<file path="src/rtl/morse_decoder.sv">
// morse_decoder: receive side of the Morse lab.
// Samples the light stream on each rate-divider tick, measures mark and space
// run lengths, assembles dots/dashes into a symbol register and, once a full
// letter gap has been seen, decodes the letter select code (S..Z -> 0..7).
module morse_decoder #(
   parameter int CNT_W      = 3,  // mark/space run counter width (saturating)
   parameter int DASH_LEN   = 3,  // mark length (ticks) of a dash; a dot is 1
   parameter int LETTER_GAP = 3,  // space length (ticks) that ends a letter
   parameter int MAX_SYM    = 4   // most dots/dashes allowed in one letter
) (
   input  logic       clock,
   input  logic       reset_n,
   input  logic       tick,
   input  logic       serial_in,
   output logic [2:0] letter,
   output logic       letter_valid,
   output logic       letter_error,
   output logic       busy
);

   localparam int NSYM_W = $clog2(MAX_SYM + 1);

   typedef enum logic [1:0] {
      ST_IDLE,
      ST_MARK,
      ST_SPACE
   } state_t;

   state_t              r_state;
   logic [CNT_W-1:0]    r_mark_cnt;
   logic [CNT_W-1:0]    r_space_cnt;
   logic [MAX_SYM-1:0]  r_sym;       // dot=0, dash=1, newest symbol at LSB
   logic [NSYM_W-1:0]   r_nsym;
   logic                r_bad;       // sticky: something malformed in this letter
   logic [2:0]          r_letter;
   logic                r_valid;
   logic                r_error;

   logic                w_mark_is_dot;
   logic                w_mark_is_dash;
   logic                w_sym_full;
   logic [CNT_W-1:0]    w_space_next;
   logic                w_gap_done;
   logic                w_dec_ok;
   logic [2:0]          w_dec_code;

   assign w_mark_is_dot  = (r_mark_cnt == CNT_W'(1));
   assign w_mark_is_dash = (r_mark_cnt == CNT_W'(DASH_LEN));
   assign w_sym_full     = (r_nsym == NSYM_W'(MAX_SYM));
   assign w_space_next   = r_space_cnt + CNT_W'(1);
   assign w_gap_done     = (w_space_next == CNT_W'(LETTER_GAP));

   // Map the collected symbols to a letter code; anything unlisted is an error.
   always_comb begin
      // NOTE: every output gets a default first so no path can infer a latch.
      w_dec_ok   = 1'b1;
      w_dec_code = 3'd0;
      if (r_bad) begin
         w_dec_ok = 1'b0;
      end else if (r_nsym == NSYM_W'(3) && r_sym == MAX_SYM'(4'b0000)) begin
         w_dec_code = 3'd0;   // S ...
      end else if (r_nsym == NSYM_W'(1) && r_sym == MAX_SYM'(4'b0001)) begin
         w_dec_code = 3'd1;   // T -
      end else if (r_nsym == NSYM_W'(3) && r_sym == MAX_SYM'(4'b0001)) begin
         w_dec_code = 3'd2;   // U ..-
      end else if (r_nsym == NSYM_W'(4) && r_sym == MAX_SYM'(4'b0001)) begin
         w_dec_code = 3'd3;   // V ...-
      end else if (r_nsym == NSYM_W'(3) && r_sym == MAX_SYM'(4'b0011)) begin
         w_dec_code = 3'd4;   // W .--
      end else if (r_nsym == NSYM_W'(4) && r_sym == MAX_SYM'(4'b1001)) begin
         w_dec_code = 3'd5;   // X -..-
      end else if (r_nsym == NSYM_W'(4) && r_sym == MAX_SYM'(4'b1011)) begin
         w_dec_code = 3'd6;   // Y -.--
      end else if (r_nsym == NSYM_W'(4) && r_sym == MAX_SYM'(4'b1100)) begin
         w_dec_code = 3'd7;   // Z --..
      end else begin
         w_dec_ok = 1'b0;
      end
   end

   // Run-length FSM advanced on each tick; result pulses are registered here too.
   always_ff @(posedge clock or negedge reset_n) begin
      if (!reset_n) begin
         r_state     <= ST_IDLE;
         r_mark_cnt  <= '0;
         r_space_cnt <= '0;
         r_sym       <= '0;
         r_nsym      <= '0;
         r_bad       <= 1'b0;
         r_letter    <= 3'd0;
         r_valid     <= 1'b0;
         r_error     <= 1'b0;
      end else begin
         // NOTE: non-blocking assignments so every register sees pre-edge values.
         r_valid <= 1'b0;
         r_error <= 1'b0;
         if (tick) begin
            case (r_state)
               ST_IDLE: begin
                  if (serial_in) begin
                     r_state    <= ST_MARK;
                     r_mark_cnt <= CNT_W'(1);
                  end
               end
               ST_MARK: begin
                  if (serial_in) begin
                     // Saturate so an over-long mark can never wrap back to a dot.
                     if (r_mark_cnt != '1) begin
                        r_mark_cnt <= r_mark_cnt + CNT_W'(1);
                     end
                  end else begin
                     if (w_sym_full) begin
                        r_bad <= 1'b1;
                     end else if (w_mark_is_dot || w_mark_is_dash) begin
                        r_sym  <= {r_sym[MAX_SYM-2:0], w_mark_is_dash};
                        r_nsym <= r_nsym + NSYM_W'(1);
                     end else begin
                        r_bad <= 1'b1;
                     end
                     r_state     <= ST_SPACE;
                     r_space_cnt <= CNT_W'(1);
                  end
               end
               ST_SPACE: begin
                  if (serial_in) begin
                     // Only a single-unit gap is legal between symbols.
                     if (r_space_cnt != CNT_W'(1)) begin
                        r_bad <= 1'b1;
                     end
                     r_state    <= ST_MARK;
                     r_mark_cnt <= CNT_W'(1);
                  end else if (w_gap_done) begin
                     r_valid <= w_dec_ok;
                     r_error <= !w_dec_ok;
                     if (w_dec_ok) begin
                        r_letter <= w_dec_code;
                     end
                     r_state     <= ST_IDLE;
                     r_mark_cnt  <= '0;
                     r_space_cnt <= '0;
                     r_sym       <= '0;
                     r_nsym      <= '0;
                     r_bad       <= 1'b0;
                  end else begin
                     r_space_cnt <= w_space_next;
                  end
               end
               default: r_state <= ST_IDLE;
            endcase
         end
      end
   end

   assign letter       = r_letter;
   assign letter_valid = r_valid;
   assign letter_error = r_error;
   assign busy         = (r_state != ST_IDLE);

endmodule
</file>
<file path="config.mk">
export PLATFORM = sky130hd
export DESIGN_NAME = morse_decoder
export DESIGN_NICKNAME = d
export VERILOG_FILES = /design/src/rtl/morse_decoder.sv
export SDC_FILE = /design/constraint.sdc
export NUM_CORES = 1
export LEC_CHECK = 0
export CAP_MARGIN = 10
export CORE_ASPECT_RATIO = 2
export CORE_MARGIN = 2
export CORE_UTILIZATION = 47
export CTS_CLUSTER_DIAMETER = 200
export CTS_CLUSTER_SIZE = 20
export DETAILED_ROUTE_END_ITERATION = 7
export HOLD_SLACK_MARGIN = 0.05
export PLACE_DENSITY = 0.73
export RECOVER_POWER = 100
export REMOVE_ABC_BUFFERS = 1
export SLEW_MARGIN = 20
export SYNTH_ARGS = -nofsm -noshare
export SYNTH_HDL_FRONTEND = slang
export SYNTH_SLANG_ARGS = --single-unit
</file>
<file path="constraint.sdc">
create_clock -name clock -period 2.6 [get_ports clock]
set_input_delay 0.39 -clock clock [delete_from_list [all_inputs] [get_ports clock]]
set_output_delay 0.39 -clock clock [all_outputs]
set_load 0.02 [all_outputs]
</file>
==> results.yml <==
timing:
  finalHoldViolations: 0
  tns_ns: 0
  timing.final.crit_period_ns: 2.16
  worstMarginPinSlew_ns: 1.13
  period_share_pct: 83.2
  setup_viol: 0
  fmax_mhz: 462
  skew_ns: 0.00311
  worst_slack_ns: 0.437
  rsz0062_at_grt: "false"
  maxSlewViolCount: 0
  relSlewSlack_pct: 24.9
routing:
  drt-pass1-iter-count: 4
  ant_nets: 0
  drtIter0Drc: 30
  wl_um: 2930
  vias_per_cell: 5.90
  wl_per_cell_um: 15.7
  drc: 0
  vias: 1098
logic_synthesis:
  synth_cells: 146
  ys.warnings.count: 0
  async_flop_share_pct: 100
  synth_largest_area_cell: "dfrtp_1"
  yosysTopAreaCellShare_pct: 37.5
  synth_edf_count: 0
  netlist_area_um2: 1400
  synth_area_leaders: "dfrtp_1 (38%), ha_1 (13%), a22o_1 (4.4%)"
  ys_seq_area_share_pct: 37.5
  ys_types: 41
  synth_seq_cells: 21
  postSynthAreaPerCell_um2: 9.60
  synth_ff_type: "dfrtp_1"
die:
  start_util_pct: 48.2
  coreArea_um2: 2910
  chipWidth_um: 42.6
  die_area_um2: 3460
  rows: 28
  pin_count: 10
  die_y_um: 81.2
global_routing:
  grt_pass1_wl_um: 5150
  grt_pass1_vias: 1154
  grtUsageTotal_pct: 19.1
  overflow: 0
  antenna_found_initial: 0
  grt_max_degree: 22
pwr:
  p_total_mw: 1.21
  clock_power_share_pct: 17.2
  power_frac_comb_pct: 42.9
  switching_share_pct: 40.5
  seq_power_share_pct: 40.0
  p_int_mw: 0.723
  power_leakage_nw: 0.739
  powerDensity_nw_per_um2: 800
  peakVddDrop_mv: 0.455
  switching_power_mw: 0.492
place:
  place_hpwl_um: 2340
  gp_congestion: 0.914
  io_buffers: 9
  dpl-instance-area_um2: 1510
  pre_cts_ws_ns: 0.500
  placed_cells: 182
hold_path:
  hold_class: "reg -> reg"
clock_network:
  clkSlewWorstSetupHoldPaths_ns: 0.07
  cts_buffers: 3
  cts.repair.resized: 0
  ctsHtreeMaxLevel: 1
  clockBufferDepth: 2
  post-cts-setup-buffer-count: 0
  clkLatencyLatePin_ns: 0.26
  hold_buffers: 0
  cts_tree: "done"
  cts_root_buf: "clkbuf_8"
  cts.sinks: 21
run:
  maxCapViolCount: 0
setup_path:
  crit_slowest_cell: "dlygate4sd3_1"
  path_delay_family: "buffers and inverters"
  critPathCaptureType: "primary output"
  critPathBufInv: 3
  worstPathCellList: "inv_1, ha_1, inv_1, dlygate4sd3_1"
  critPathKind: "reg -> out"
  crit_arrival_ns: 1.77
  required_ns: 2.21
  critPathMaxStageDelay_ns: 0.67
  cp_common_cell: "inv_1"
  critPathLaunchType: "register"
  crit_fanout: 5
cells_and_area:
  antennaDiodeCount: 0
  final_layout_size_suffix_gt1_share_pct: 4.49
  area_growth_pct: 8.30
  nNetsFinal: 176
  fin_area_um2: 1520
  fin_cells: 186
run_status:
  status: "completed"
[cell families after synthesis]
group	synth area share, %
AO/OA/AOI/OAI	21.3
adder cells (fa/ha/maj)	13.4
buffers and inverters	5.62
flip-flops	37.5
multiplexers	4.02
AND/OR/NAND/NOR	18.1
[cells in the final DEF (no fill, tap or decap), drive strengths merged]
master / instances
a211oi: 1
a21boi: 1
a21o: 1
a21oi: 11
a221o: 1
a22o: 7
a31oi: 2
and2b: 1
and3: 1
clkbuf: 4
clkdlybuf4s50: 2
clkinv: 1
dfrtp: 21
dlygate4sd3: 7
ha: 15
inv: 15
mux2: 2
mux2i: 3
nand2: 11
nand2b: 4
nand3: 3
nand3b: 3
nor2: 12
nor2b: 4
nor3: 4
o2111ai: 1
o211ai: 1
o21a: 2
o21ai: 8
o21bai: 1
o22ai: 2
o2bb2ai: 1
o311a: 1
o41ai: 1
or2b: 1
[sequential cells by signal (all words and copies together), names as in the netlist]
name	flops
r_mark_cnt	3
r_nsym	3
letter	3
r_space_cnt	3
r_sym	4
letter_valid	1
r_state	2
letter_error	1
r_bad	1
[power groups by stage]
stage	clock (mW)	sequential, mW	combinational, mW
after floorplan	0	0.467	0.395
after global placement	0	0.486	0.516
after detailed placement	0	0.492	0.542
after CTS	0.212	0.486	0.548
after global routing	0.226	0.500	0.593
final	0.209	0.485	0.521
[per-stage QoR]
stage / utilization, % / hold slack, ns
after floorplan: - / 0.0944
after global placement: 52.1 / 0.491
after detailed placement: 52.1 / 0.490
after CTS: 53.7 / 0.482
after global routing: 52.2 / 0.541
final: 52.2 / 0.495
[final timing paths]
path,start,slack (ns),end,depth (start not counted)
worst max-delay path,r_state[1],0.44,busy,4
worst min-delay path,letter[1],0.50,letter[1],1
worst max register to register,r_space_cnt[0],0.44,r_mark_cnt[0],6
worst min register to register,letter[1],0.50,letter[1],1
max in group asynchronous,reset_n,1.07,letter[1],2
min in group asynchronous,reset_n,0.86,r_mark_cnt[1],2
[cell type report]
cell class	count	area [um^2]
Clock buffer	3	41.3
Clock inverter	1	5.00
Fill cell	290	1390
Inverter	15	56.3
Multi-Input combinational cell	106	758
Sequential cell	21	526
Tap cell	30	37.5
Timing Repair Buffer	10	93.8
[metal layers]
metal | share of wire (%) | up-vias | global-route usage (%)
met5 | 0 | - | 0
met4 | 1.7 | 0 | 5.31
met3 | 3.3 | 4 | 2.00
met2 | 59 | 27 | 37.4
met1 | 36 | 538 | 21.1
li1 | - | 529 | -
[cells in the mapped netlist, drive strengths merged (4+ instances only)]
master   n
nand2b   4
nor2b    4
a21oi   11
dfrtp   21
nor3     4
nand2   11
inv     15
ha      15
o21ai    8
a22o     7
nor2    12
Power figures use the tool's default switching activity.
